==> config.mk <==
export PLATFORM = sky130hd
export DESIGN_NAME = sphy_spi_receiver_flat
export DESIGN_NICKNAME = d
export VERILOG_FILES = /design/src/rtl/sphy_spi_receiver_if.sv /design/src/rtl/sphy_spi_receiver.sv /design/src/flat_wrapper.sv
export SDC_FILE = /design/constraint.sdc
export NUM_CORES = 1
export LEC_CHECK = 0
export CORE_ASPECT_RATIO = 1.2
export CORE_MARGIN = 2
export CORE_UTILIZATION = 40
export CTS_CLUSTER_DIAMETER = 40
export DETAILED_ROUTE_END_ITERATION = 10
export GPL_TIMING_DRIVEN = 0
export MAX_ROUTING_LAYER = met4
export SKIP_LAST_GASP = 1
export SLEW_MARGIN = 15
export SYNTH_ARGS = -nofsm -noshare
export SYNTH_HDL_FRONTEND = slang
export SYNTH_SLANG_ARGS = --single-unit
==> constraint.sdc <==
create_clock -name clk -period 2.7 [get_ports clk]
set_input_delay 0.54 -clock clk [delete_from_list [all_inputs] [get_ports clk]]
set_output_delay 0.54 -clock clk [all_outputs]
set_load 0.02 [all_outputs]
==> src/rtl/sphy_spi_receiver_if.sv <==
// rtl/sphy_spi_receiver_if.sv - SPHY SPI receiver bus: serial inputs and frame outputs
interface sphy_spi_receiver_if;
   logic        sclk;
   logic        mosi;
   logic        cs_n;
   logic [11:0] rx_data;
   logic [3:0]  rx_config;
   logic        rx_valid;
   logic        frame_err;
   logic        busy;
   logic [15:0] frame_count;

   modport master (
      output sclk, mosi, cs_n,
      input  rx_data, rx_config, rx_valid, frame_err, busy, frame_count
   );

   modport slave (
      input  sclk, mosi, cs_n,
      output rx_data, rx_config, rx_valid, frame_err, busy, frame_count
   );
endinterface

==> src/rtl/sphy_spi_receiver.sv <==
// rtl/sphy_spi_receiver.sv - SPI frame receiver: synchronizes the bus, shifts 16-bit frames, validates config
module sphy_spi_receiver #(
   parameter logic [3:0] EXPECTED_CONFIG = 4'b0011,
   parameter int         SYNC_STAGES     = 2
) (
   input logic               clk,
   input logic               rst,
   sphy_spi_receiver_if.slave bus
);
   localparam logic [1:0] ST_IDLE  = 2'd0;
   localparam logic [1:0] ST_SHIFT = 2'd1;
   localparam logic [1:0] ST_DONE  = 2'd2;

   logic [SYNC_STAGES-1:0] sclk_sync_q, sclk_sync_d;
   logic [SYNC_STAGES-1:0] mosi_sync_q, mosi_sync_d;
   logic [SYNC_STAGES-1:0] cs_sync_q, cs_sync_d;
   logic [SYNC_STAGES-1:0] flush_q, flush_d;
   logic sclk_s, mosi_s, cs_s;
   logic sclk_dly_q, sclk_dly_d, cs_dly_q, cs_dly_d;
   logic sclk_fall_q, sclk_fall_d, cs_fall_q, cs_fall_d, cs_rise_q, cs_rise_d;
   logic mosi_smp_q, mosi_smp_d;
   logic armed_q, armed_d, pending_q, pending_d;
   logic [1:0]  state_q, state_d;
   logic [15:0] shift_q, shift_d;
   logic [4:0]  cnt_q, cnt_d;
   logic [11:0] rx_data_q, rx_data_d;
   logic [3:0]  rx_config_q, rx_config_d;
   logic        rx_valid_q, rx_valid_d, frame_err_q, frame_err_d;
   logic [15:0] frame_count_q, frame_count_d;

   assign sclk_s = sclk_sync_q[SYNC_STAGES-1];
   assign mosi_s = mosi_sync_q[SYNC_STAGES-1];
   assign cs_s   = cs_sync_q[SYNC_STAGES-1];

   always_comb begin
      sclk_sync_d   = {sclk_sync_q[SYNC_STAGES-2:0], bus.sclk};
      mosi_sync_d   = {mosi_sync_q[SYNC_STAGES-2:0], bus.mosi};
      cs_sync_d     = {cs_sync_q[SYNC_STAGES-2:0], bus.cs_n};
      flush_d       = {flush_q[SYNC_STAGES-2:0], 1'b1};
      sclk_dly_d    = sclk_s;
      cs_dly_d      = cs_s;
      // Edges are registered together with the mosi sample so all three stay aligned.
      sclk_fall_d   = sclk_dly_q & ~sclk_s;
      cs_fall_d     = armed_q & cs_dly_q & ~cs_s;
      cs_rise_d     = ~cs_dly_q & cs_s;
      mosi_smp_d    = mosi_s;
      // A cs_n fall only counts once a real (post-reset) high level has been seen,
      // so a frame cut by reset is not picked up halfway.
      armed_d       = armed_q | (flush_q[SYNC_STAGES-1] & cs_s);
      pending_d     = pending_q;
      state_d       = state_q;
      shift_d       = shift_q;
      cnt_d         = cnt_q;
      rx_data_d     = rx_data_q;
      rx_config_d   = rx_config_q;
      rx_valid_d    = 1'b0;
      frame_err_d   = 1'b0;
      frame_count_d = frame_count_q;

      case (state_q)
         ST_IDLE: begin
            if (cs_fall_q || pending_q) begin
               state_d   = ST_SHIFT;
               shift_d   = 16'h0000;
               cnt_d     = 5'd0;
               pending_d = 1'b0;
            end
         end
         ST_SHIFT: begin
            if (sclk_fall_q) begin
               shift_d = {shift_q[14:0], mosi_smp_q};
               cnt_d   = (cnt_q == 5'd17) ? 5'd17 : cnt_q + 5'd1;
            end
            if (cs_rise_q) begin
               state_d = ST_DONE;
            end
         end
         ST_DONE: begin
            state_d = ST_IDLE;
            if (cs_fall_q) begin
               pending_d = 1'b1;
            end
            if ((cnt_q == 5'd16) && (shift_q[15:12] == EXPECTED_CONFIG)) begin
               rx_data_d     = shift_q[11:0];
               rx_config_d   = shift_q[15:12];
               rx_valid_d    = 1'b1;
               frame_count_d = frame_count_q + 16'd1;
            end else begin
               frame_err_d = 1'b1;
            end
         end
         default: state_d = ST_IDLE;
      endcase
   end

   always_ff @(posedge clk) begin
      if (rst) begin
         sclk_sync_q   <= '0;
         mosi_sync_q   <= '0;
         cs_sync_q     <= '1;
         flush_q       <= '0;
         sclk_dly_q    <= 1'b0;
         cs_dly_q      <= 1'b1;
         sclk_fall_q   <= 1'b0;
         cs_fall_q     <= 1'b0;
         cs_rise_q     <= 1'b0;
         mosi_smp_q    <= 1'b0;
         armed_q       <= 1'b0;
         pending_q     <= 1'b0;
         state_q       <= ST_IDLE;
         shift_q       <= 16'h0000;
         cnt_q         <= 5'd0;
         rx_data_q     <= 12'h000;
         rx_config_q   <= 4'h0;
         rx_valid_q    <= 1'b0;
         frame_err_q   <= 1'b0;
         frame_count_q <= 16'h0000;
      end else begin
         sclk_sync_q   <= sclk_sync_d;
         mosi_sync_q   <= mosi_sync_d;
         cs_sync_q     <= cs_sync_d;
         flush_q       <= flush_d;
         sclk_dly_q    <= sclk_dly_d;
         cs_dly_q      <= cs_dly_d;
         sclk_fall_q   <= sclk_fall_d;
         cs_fall_q     <= cs_fall_d;
         cs_rise_q     <= cs_rise_d;
         mosi_smp_q    <= mosi_smp_d;
         armed_q       <= armed_d;
         pending_q     <= pending_d;
         state_q       <= state_d;
         shift_q       <= shift_d;
         cnt_q         <= cnt_d;
         rx_data_q     <= rx_data_d;
         rx_config_q   <= rx_config_d;
         rx_valid_q    <= rx_valid_d;
         frame_err_q   <= frame_err_d;
         frame_count_q <= frame_count_d;
      end
   end

   assign bus.rx_data     = rx_data_q;
   assign bus.rx_config   = rx_config_q;
   assign bus.rx_valid    = rx_valid_q;
   assign bus.frame_err   = frame_err_q;
   assign bus.busy        = (state_q == ST_SHIFT);
   assign bus.frame_count = frame_count_q;
endmodule

==> src/flat_wrapper.sv <==
// flat-port wrapper written by rule: the top's interface ports become plain ports
module sphy_spi_receiver_flat 
#(
   parameter logic [3:0] EXPECTED_CONFIG = 4'b0011,
   parameter int         SYNC_STAGES     = 2
)
  (clk, rst, bus_sclk, bus_mosi, bus_cs_n, bus_rx_data, bus_rx_config, bus_rx_valid, bus_frame_err, bus_busy, bus_frame_count);
  sphy_spi_receiver_if bus_i ();
  input logic clk;
  input logic rst;
  input wire logic [$bits(bus_i.sclk)-1:0] bus_sclk;
  input wire logic [$bits(bus_i.mosi)-1:0] bus_mosi;
  input wire logic [$bits(bus_i.cs_n)-1:0] bus_cs_n;
  output wire logic [$bits(bus_i.rx_data)-1:0] bus_rx_data;
  output wire logic [$bits(bus_i.rx_config)-1:0] bus_rx_config;
  output wire logic [$bits(bus_i.rx_valid)-1:0] bus_rx_valid;
  output wire logic [$bits(bus_i.frame_err)-1:0] bus_frame_err;
  output wire logic [$bits(bus_i.busy)-1:0] bus_busy;
  output wire logic [$bits(bus_i.frame_count)-1:0] bus_frame_count;
  assign bus_i.sclk = bus_sclk;
  assign bus_i.mosi = bus_mosi;
  assign bus_i.cs_n = bus_cs_n;
  assign bus_rx_data = bus_i.rx_data;
  assign bus_rx_config = bus_i.rx_config;
  assign bus_rx_valid = bus_i.rx_valid;
  assign bus_frame_err = bus_i.frame_err;
  assign bus_busy = bus_i.busy;
  assign bus_frame_count = bus_i.frame_count;
  sphy_spi_receiver #(.EXPECTED_CONFIG(EXPECTED_CONFIG), .SYNC_STAGES(SYNC_STAGES)) u_core (.clk(clk), .rst(rst), .bus(bus_i));
endmodule
# Word level (Yosys, flattened, before mapping)
# Cells that the tools add are included.
word_totals:
  wordCells: 68
  register_bits: 73
op_classes:
  muxes: 16
  add_sub_neg: 2
  n_eq_ne: 9
  n_bitwise: 10
  n_reduce_logical: 10
op_table:
  columns: ["operator", "n"]
  rows:
  - ["$mux 16", 2]
  - ["$pmux 16 s2", 1]
  - ["$add 16x1->16 const B", 1]
  - ["$mux 5", 3]
  - ["$eq 5x5->1 const B", 2]
  - ["$pmux 5 s2", 1]
  - ["$ne 2x1->1 const B", 4]
  - ["$reduce_and 3->1", 2]
  - ["$add 5x1->5 const B", 1]
  - ["$and 1x1->1", 5]
  - ["$mux 1", 5]
  - ["$eq 4x2->1 const B", 1]
  - ["$mux 2", 2]
  - ["$not 1->1", 4]
  - ["$pmux 2 s2", 1]
  - ["$reduce_and 2->1", 2]
  - ["$reduce_bool 2->1", 2]
  - ["$eq 2x1->1 const B", 1]
  - ["$eq 2x2->1 const B", 1]
  - ["$logic_not 2->1", 1]
  - ["$pmux 1 s2", 1]
  - ["$reduce_or 2->1", 1]
  - ["$logic_and 1x1->1", 1]
  - ["$logic_or 1x1->1", 1]
  - ["$or 1x1->1", 1]

# Depth between registers and ports, before layout
depth:
  depth_word: 4
  ltp_mapped: 8
  mapped_depth_nobuf: 6

# Least setup slack after synthesis
# Ideal clock, no wire load.
synth_timing:
  path_type: "register to register"
  startpoint: "register u_core.cnt_q[0]"
  endpoint: "register u_core.frame_count_q[10], in the netlist u_core.bus.frame_count[10]"
  path_buffers: 1
  required_time_ps: 2629
  path_stages_with_launch: 8
  arrival_ps: 1618
  slack_ps: 1011
  path_cell_list: "dfxtp_1 -> inv_1 -> ha_1 -> nor4bb_1 -> nand4_1 -> buf_2 -> or3_1 -> a21oi_1"
synth_via:
  elab_chain_len: 3
synth_rtl:
  columns: ["element", "line", "source"]
  rows:
  - ["start, declared", "sphy_spi_receiver.sv:25", "logic [4:0] cnt_q, cnt_d;"]
  - ["start signal, assigned", "sphy_spi_receiver.sv:133", "cnt_q <= cnt_d;"]
  - ["$eq 5x5->1", "sphy_spi_receiver.sv:83", "if ((cnt_q == 5'd16) && (shift_q[15:12] == EXPECTED_CONFIG)) begin"]
  - ["$logic_and 1x1->1", "sphy_spi_receiver.sv:83", null]
  - ["$reduce_and 2->1 (no line)", null, null]
  - ["end signal, assigned", "sphy_spi_receiver.sv:138", "frame_count_q <= frame_count_d;"]
  - ["end, declared", "sphy_spi_receiver.sv:29", "logic [15:0] frame_count_q, frame_count_d;"]
# Every way passes these cells.
# A chain may end at the register's enable or synchronous reset.

# Worst setup path after layout
layout_timing:
  startpoint: "register u_core.state_q[0]"
  endpoint: "output port bus_busy"
layout_via:
  elab_chain_len: 1
layout_rtl:
  columns: ["element", "line", "source"]
  rows:
  - ["start, declared", "sphy_spi_receiver.sv:23", "logic [1:0] state_q, state_d;"]
  - ["start signal, assigned", "sphy_spi_receiver.sv:131", "state_q <= state_d;"]
  - ["$eq 2x1->1", "sphy_spi_receiver.sv:146", "assign bus.busy = (state_q == ST_SHIFT);"]
  - ["end, declared", "flat_wrapper.sv:18", "output wire logic [$bits(bus_i.busy)-1:0] bus_busy;"]
# Every way passes these cells.

==> impl_results.md <==
* Wire length per cell at 12.7 um
* Die footprint at 7530 um2
* Worst hold slack at 0.412 ns
* Share of cells above drive strength 1 at 8.40%
* Initial antenna violation count at 0
* CP startpoint kind: flip-flop
* Worst skew pair latency at 0.34 ns
* Root buf cell: clkbuf_8
* TritonCTS clock tree: built
* Worst path arrival time at 1.63 ns
* Fin crit share at 80.5%
* Max Clk Rate at 460 MHz
* DP Cell Count at 440
* Synth unique cells at 36
* Port Buffers at 39
* Setup WS post-layout at 0.527 ns
* Status: completed
* # fillers at 651
* Clk_skew at 0.00851 ns
* Row cnt at 33
* Cts repair resizes at 0
* Sink Count at 73
* Number of synthesized flops with an enable pin at 0
* Residual DRC count at 0
* Pwr Total at 2.11 mW
* Layout area overhead at 26.6%
* Post-synthesis register bit count at 73
* H-tree Lvls at 3
* Post-CTS Setup Bufs at 0
* Worst VDD drop at 0.453 mV
* Top-count cell post-synth: dfxtp_1
* Iter 0 DRT Violations at 77
* Layout Cells excl Fill at 456
* Via count at 2249
* Post-Syn Area at 2740 um2
* Slowest Stage Delay on Critical Path at 0.62 ns
* Fin nets at 373
* Initial Utilization at 40.7%
* Clk buf depth at 2
* Clk slew on worst S/H paths at 0.07 ns
* Share of the synthesized area in the top cell type at 53.3%
* CTS Hold Bufs at 0
* DRT Pass-1 Iters at 4
* Core Footprint at 6730 um2
* Largest net degree at the start of global routing at 13
* Num CTS Buffers at 9
* Share of flip-flops with an asynchronous set or reset at 0%
* Synth Net Count at 323
* Synth Flop Type: dfxtp_1
* Final min period at 2.17 ns
* Sequential fraction of the synthesis area at 53.3%
* Req. time, crit path at 2.16 ns
* Worst min path class: reg2reg
* PD cells at 608 nW/um2
* RSZ-0062 raised after global routing: false
* WL final at 5.79 mm
* Routed Antenna Nets at 0
* Slew @ Worst Pin at 0.551 ns
* Leading post-synthesis cells by cell area: dfxtp_1, a21oi_1, nand2_1
* Synth top cells by count: dfxtp_1, nand2_1, a21oi_1
* HPWL after DPL at 4.19 mm
* Vias in the first global route at 2046
* Top Ports at 40
* Critical path cell sequence: inv_1 > nor2_1 > clkdlybuf4s50_1
* Slew Limit Fails at 0
* Vias/cell at 4.93
* TNS Setup at 0 ns
* Finish-stage setup viols at 0
* Max FO, Critical Path at 8
* Die width at 79.6 um
* Syn Inst Count at 314
* Final Wtd Congestion at 0.785
* Max Cap Viol at 0
* Yosys warns at 0
* Max transition margin at 63.0%
* GR Util All Layers at 17.0%
* Slowest stage cell, crit path: clkdlybuf4s50_1
* Crit Path Class: reg2out
* Synthesized area per cell at 8.73 um2
* CP endpoint kind: primary output
* Pre-CTS WS at 0.509 ns
* First-pass GRT wire length at 9.54 mm
* Lkg Pwr at 1.20 nW
* Buf/Inv on CP at 2
* Final Hold Vio Count at 0
* Die H at 94.7 um
* Crit path max-delay family: buffers and inverters
* # diodes at 0
* Most area-hungry cell type in the Yosys netlist: dfxtp_1
* Total global routing overflow at 0
[final timing paths]
kind,slack (ns),start,endpoint,cells past startpoint
worst min register to register,0.41,u_core.cs_sync_q[0],u_core.cs_sync_q[1],1
worst max-delay path,0.53,u_core.state_q[0],bus_busy,3
worst min-delay path,0.41,u_core.cs_sync_q[0],u_core.cs_sync_q[1],1
worst max register to register,0.74,u_core.cnt_q[0],u_core.bus.frame_count[8],7
[worst register-to-register path, delay by kind of cell, from the launching register on]
kind,cells,cell delay [ns]
AOI/OAI and AO/OA,1,0.13
and+or+nand+nor,3,0.88
buffers and inverters,2,0.36
adders and majority gates,1,0.18
DFF,1,0.34
[flip-flops by register name, summed over array words and instances, names as in the netlist, 2 cells and up]
| register | count |
|---|---|
| u_core.cs_sync_q | 2 |
| u_core.cnt_q | 5 |
| u_core.state_q | 2 |
| u_core.flush_q | 2 |
| u_core.bus.frame_count | 16 |
| u_core.bus.rx_config | 4 |
| u_core.shift_q | 16 |
| u_core.sclk_sync_q | 2 |
| u_core.bus.rx_data | 12 |
| u_core.mosi_sync_q | 2 |
[cell families after synthesis]
kind of cell / Yosys count / share of synthesized area (%)
xor gates and xnor gates: 2 / 0.639
buffers and inverters: 25 / 3.88
adders and majority gates: 4 / 1.83
AOI/OAI and AO/OA: 69 / 13.7
DFF: 73 / 53.3
and+or+nand+nor: 141 / 26.7
[power by group]
| part | internal (mW) | switching [mW] | leakage (nW) |
|---|---|---|---|
| combinational | 0.0192 | 0.0304 | 0.494 |
| sequential | 1.09 | 0.00824 | 0.591 |
| clock | 0.567 | 0.394 | 0.115 |
| total | 1.68 | 0.432 | 1.20 |
[cell type report]
class | count | area, um2 | share of cell area, %
sequential | 73 | 1460 | 42.1
multi-input combinational | 216 | 1170 | 33.8
timing repair buffer | 39 | 390 | 11.3
clock buffer | 11 | 151 | 4.37
tap | 87 | 109 | 3.14
clock inverter | 5 | 77.6 | 2.24
buffer | 17 | 76.3 | 2.20
inverter | 8 | 30.0 | 0.866
[metal layers]
| layer | global-route usage [%] | wire length, um |
|---|---|---|
| met1 | 19.4 | 2680 |
| met5 | - | 0 |
| met2 | 28.2 | 2800 |
| met3 | 4.88 | 226 |
| met4 | 6.47 | 74 |
[stage by stage]
step	utilization (%)	instance area, um2
global placement	48.1	3240
floorplan	-	2740
global route	51.5	3470
finish	51.5	3470
detailed placement	48.1	3240
CTS	51.5	3470
[layout by cell type, fill, tap and decap left out, types with 6 or more instances in the layout]
cell type,synthesis,final
clkbuf_8,0,11
o31ai_1,7,7
o21ai_0,9,9
clkdlybuf4s50_1,0,39
inv_1,8,8
clkbuf_1,8,8
nand2_1,53,53
dfxtp_1,73,73
a21oi_1,47,47
nand3_1,8,8
nor2_1,27,27
or4_1,6,6
and3_1,6,6
nor2b_1,10,10
buf_2,7,7
or3_1,8,8
Note: power is estimated with default switching activity, not from simulation.
==> variant 1: new RTL, same flow settings <==
`SYNC_STAGES` is set to 2 in 2 places; all go to 4.
--- a/src/rtl/sphy_spi_receiver.sv
+++ b/src/rtl/sphy_spi_receiver.sv
@@ -2,5 +2,5 @@
 module sphy_spi_receiver #(
    parameter logic [3:0] EXPECTED_CONFIG = 4'b0011,
-   parameter int         SYNC_STAGES     = 2
+   parameter int         SYNC_STAGES     = 4
 ) (
    input logic               clk,
--- a/src/flat_wrapper.sv
+++ b/src/flat_wrapper.sv
@@ -3,5 +3,5 @@
 #(
    parameter logic [3:0] EXPECTED_CONFIG = 4'b0011,
-   parameter int         SYNC_STAGES     = 2
+   parameter int         SYNC_STAGES     = 4
 )
   (clk, rst, bus_sclk, bus_mosi, bus_cs_n, bus_rx_data, bus_rx_config, bus_rx_valid, bus_frame_err, bus_busy, bus_frame_count);
Formal check against the unedited RTL: not equivalent (a bounded check fails within 10 cycles, from zero or initial values and one cycle with rst high).
==> variant 1 against the original RTL <==
- clock power rose by 17%
- largest cell class unchanged
- first-iteration DRC count rose by 23%
- final area rose by 6.7%
- sequential power rose by 10%
- worst setup slack got worse by 0.073 ns
- power rose by 12%
- sequential cell count rose by 8
- routed wire length rose by 2.8%
- combinational power fell by 27%
- critical endpoint unchanged
- non-clock buffer count did not move
- register-to-register slack improved by 0.15 ns
- area after synthesis rose by 7.2%
- largest power group unchanged
==> variant 1: results (changes against the original RTL) <==
post_synthesis_cells: 312  # was 314
placed_cells: 441  # was 440
ir_drop_mv: 0.3326  # was 0.4525 mV
synth_nets: 321  # was 323
drt-wirelength-per-cell_microns: 13.01  # was 12.69 microns
yosys.cell_types.count: 39  # was 36
pre_cts_ws_ns: 0.5336  # was 0.5087 ns
tightestPinTransition_ns: 0.5536  # was 0.5513 ns
adder_and_majority_cell_fraction_of_the_synthesized_area_pct: 1.704  # was 1.826%
met3WireLength_microns: 246  # was 226 microns
hpwl_microns: 4132  # was 4193 microns
groute.usage.overall_pct: 17.21  # was 17.01%
power_switching_w: 0.0004708  # was 0.0004322 W
first_global_vias: 2165  # was 2,046
clock_cell_area_share_pct: 7.066  # was 6.602%
drt-vias-per-instance: 5.114  # was 4.932
dr.first_iter.drc_count: 95  # was 77
final_wtd_congestion: 0.8660  # was 0.7853
final_nets: 371  # was 373
met2_wirelength_microns: 2783  # was 2803 microns
power.static_leakage_nw: 1.287  # was 1.200 nW
nonClockInverterCount: 7  # was 8
fillers: 686  # was 651
run_status: "finished clean"  # unchanged
grt_pass1_wl_microns: 10380  # was 9535 microns
globalRouteMet1Util_pct: 21.84  # was 19.41%
finalClockSkew_ns: 0.01179  # was 0.008506 ns
power.combinational.total_w: 0.0000362  # was 0.0000496 W
cts_sinks: 81  # was 73
compound_cell_area_share_of_the_yosys_netlist_pct: 14.10  # was 13.65%
synthTopCellsByArea: "sky130_fd_sc_hd__dfxtp_1 55%, sky130_fd_sc_hd__a21oi_1 5.5%, sky130_fd_sc_hd__nand2_1 4.3%"  # was sky130_fd_sc_hd__dfxtp_1 53%, sky130_fd_sc_hd__a21oi_1 8.6%, sky130_fd_sc_hd__nand2_1 7.3%
route.layer.met1.wl_microns: 2813  # was 2683 microns
seq-cell-share_pct: 43.81  # was 42.14%
layout-drive-gt1-share_pct: 9.537  # was 8.401%
met3_usage_pct: 5.730  # was 4.876%
stdcell_area_sq_um: 3701  # was 3468 sq um
dpl_cell_area_sq_um: 3440  # was 3239 sq um
[variant 1: cell count changes in the layout (fill, tap and decap cells not counted), moves of 3 or more]
cell                      unedited run  this run
sky130_fd_sc_hd__a21oi_1            47        32
sky130_fd_sc_hd__o21ai_0             9         5
sky130_fd_sc_hd__o21ai_1             1         5
sky130_fd_sc_hd__o31ai_1             7         4
sky130_fd_sc_hd__nand2_1            53        34
sky130_fd_sc_hd__a22oi_1             0        16
sky130_fd_sc_hd__nor2b_1            10        14
sky130_fd_sc_hd__dfxtp_1            73        81
[variant 1: kinds of logic after synthesis]
group / Yosys count
simple gates: 133
flops: 81
buf+inv: 24
xor+xnor: 2
compound gates: 68
fa+ha+maj: 4
[variant 1: final timing paths]
path,from,slack (ns),end,cells after the start
max,u_core.state_q[0],0.45,bus_busy,3
min,u_core.sclk_sync_q[3],0.41,u_core.sclk_fall_q,1
max reg2reg,u_core.cnt_q[0],0.89,u_core.bus.rx_data[9],8
min reg2reg,u_core.sclk_sync_q[3],0.41,u_core.sclk_fall_q,1
==> variant 2: new RTL, config.mk and constraints unchanged <==
Without the edit above. Make the reset (`rst`) asynchronous in one clocked block.
--- a/src/rtl/sphy_spi_receiver.sv
+++ b/src/rtl/sphy_spi_receiver.sv
@@ -94,5 +94,5 @@
    end
 
-   always_ff @(posedge clk) begin
+   always_ff @(posedge clk or posedge rst) begin
       if (rst) begin
          sclk_sync_q   <= '0;
Formal check against the unedited RTL: differs if rst is asserted again (counterexample within 10 cycles, from zero or initial values and one cycle with rst high); with rst held inactive, the same outputs for 10 cycles.
==> variant 2 against the original RTL <==
- worst setup slack got worse by 0.14 ns
- count of clock-buffer cells in the layout increased by 2
- global-route usage is 3.0 points lower
- final area increased by 2.1%
- sequential cell count is the same
- routed wire length fell by 19%
- non-clock buffer count fell by 9
- area after synthesis rose by 3.2%
- die area rose by 3.1%
- synthesized cell count is 24% lower
- critical path depth unchanged
- critical path type unchanged
- highest routed layer unchanged
Power is not compared: it rests on default switching activity, and its combinational part moved more than twofold at a synthesized area within 25%.
==> variant 2: results (changes against the original RTL) <==
run_status: "finished clean"  # unchanged
dr_total_vias: 1832  # was 2,249
pre_cts_ws_ns: 0.7350  # was 0.5087 ns
dr.first_iter.drc_count: 106  # was 77
min-delay-path-class: "reg -> reg"  # unchanged
seq_area_frac_synth_pct: 64.73  # was 53.33%
hpwl_microns: 3247  # was 4193 microns
critical_path_arrival_ns: 1.78  # was 1.63 ns
synth_flop_cell: "sky130_fd_sc_hd__dfrtp_1"  # was sky130_fd_sc_hd__dfxtp_1
cts.htree.levels: 3  # unchanged
ys_async_sr_fraction_pct: 100.0  # was 0%
r2r_start: "u_core.cnt_q[0]"  # unchanged
final_nets: 299  # was 373
first_global_vias: 1667  # was 2,046
antenna_cells_inserted: 0  # unchanged
port_buffers: 39  # unchanged
layout-drive-gt1-share_pct: 10.85  # was 8.401%
worstPathMaxFanout: 8  # unchanged
finalClockSkew_ns: 0.009368  # was 0.008506 ns
ir_drop_mv: 0.3481
groute.usage.overall_pct: 14.01  # was 17.01%
cp-startpoint: "u_core.state_q[1]"  # was u_core.state_q[0]
clock-root-buffer: "sky130_fd_sc_hd__clkbuf_8"  # unchanged
yosys.cell_types.count: 39  # was 36
worstSkewPairLatency_ns: 0.34  # about the same
synthTopCellsByArea: "sky130_fd_sc_hd__dfrtp_1 62%, sky130_fd_sc_hd__nand2_1 7.6%, sky130_fd_sc_hd__a22o_1 4.0%"  # was sky130_fd_sc_hd__dfxtp_1 53%, sky130_fd_sc_hd__a21oi_1 8.6%, sky130_fd_sc_hd__nand2_1 7.3%
ff2ff_path_depth: 8  # was 7
power.static_leakage_nw: 1.703
tritoncts.num_buffers: 9  # unchanged
detailedRoute.firstPassIterationCount: 4  # unchanged
worst_hold_startpoint: "u_core.sclk_sync_q[0]"  # was u_core.cs_sync_q[0]
final_wtd_congestion: 0.7295  # was 0.7853
max-clock-path-buffers: 2  # unchanged
fillers: 652  # was 651
power_switching_w: 0.0006266
cts.clk_slew.worst_paths_ns: 0.07  # about the same
dpl_cell_area_sq_um: 3357  # was 3239 sq um
pin_count_of_the_biggest_net_entering_global_routing: 51  # was 13
grt_pass1_wl_microns: 7872  # was 9535 microns
post_synth_most_frequent_cells: "70 x sky130_fd_sc_hd__dfrtp_1, 57 x sky130_fd_sc_hd__nand2_1, 13 x sky130_fd_sc_hd__a22o_1"  # was 73 x sky130_fd_sc_hd__dfxtp_1, 53 x sky130_fd_sc_hd__nand2_1, 47 x sky130_fd_sc_hd__a21oi_1
post_cts_resize_count: 0  # unchanged
yosysWarningCount: 0  # unchanged
worstHoldPathCells: 0  # was 1
antenna_found_initial: 0  # unchanged
synth_nets: 248  # was 323
drt-total-wl_microns: 4694  # was 5786 microns
cts_setup_buffers: 0  # unchanged
==> variant 2: stage by stage <==
step / TNS, ns / cells
floorplan: 0 / 239
global placement: -61.83 / 365
detailed placement: 0 / 366
CTS: 0 / 382
global route: 0 / 382
finish: 0 / 382
==> variant 2: final timing paths <==
path	end	slack, ns
worst max-delay path	bus_busy	0.38
worst min-delay path	u_core.sclk_sync_q[1]	0.35
worst max register to register	u_core.bus.rx_data[1]	0.87
worst min register to register	u_core.sclk_sync_q[1]	0.35
max in group asynchronous	u_core.shift_q[3]	1.65
min in group asynchronous	u_core.cnt_q[1]	0.52
==> variant 2: power groups by stage <==
stage          clock network [W]  logic [W]  registers [W]
6_report                0.000781   0.000300        0.00122
2_1_floorplan                  0   0.000219        0.00123
3_5_place_dp                   0   0.000304        0.00124
3_3_place_gp                   0   0.000297        0.00124
4_1_cts                 0.000810   0.000307        0.00122
5_1_grt                 0.000847   0.000341        0.00123
==> variant 2: metal layers <==
metal	global-route usage (%)	part of all wire, %	wire [microns]
met1	17.73	48	2269
met2	20.42	46	2156
met3	3.377	3.4	160
met4	8.475	2.3	107
met5	-	0	0
==> variant 2: layout make-up <==
type	count	area, sq um	share of cell area [%]
Clock inverter	3	15.01	0.4240
Clock buffer	13	168.9	4.770
Tap cell	87	108.9	3.074
Sequential cell	73	1831	51.70
Multi-Input combinational cell	151	922.1	26.04
Timing Repair Buffer	40	417.9	11.80
Inverter	8	32.53	0.9187
Buffer	7	45.04	1.272
==> variant 2: critical path, cell delays in order (launching register included) <==
cell and delay [ns]:
sky130_fd_sc_hd__dfrtp_1 0.44, sky130_fd_sc_hd__nand2b_1 0.18, sky130_fd_sc_hd__clkinv_1 0.22, sky130_fd_sc_hd__clkdlybuf4s50_1 0.60
==> variant 2: cell families (layout without fill, tap and decap cells) <==
kind of cell | count (synthesis) | count (layout) | synth area share (%)
compound gates | 26 | 26 | 6.992
xor+xnor | 15 | 15 | 4.646
fa+ha+maj | 4 | 4 | 1.770
buf+inv | 15 | 71 | 2.654
flops | 73 | 73 | 64.73
other cells | 1 | 1 | 0.1326
simple gates | 105 | 105 | 19.07
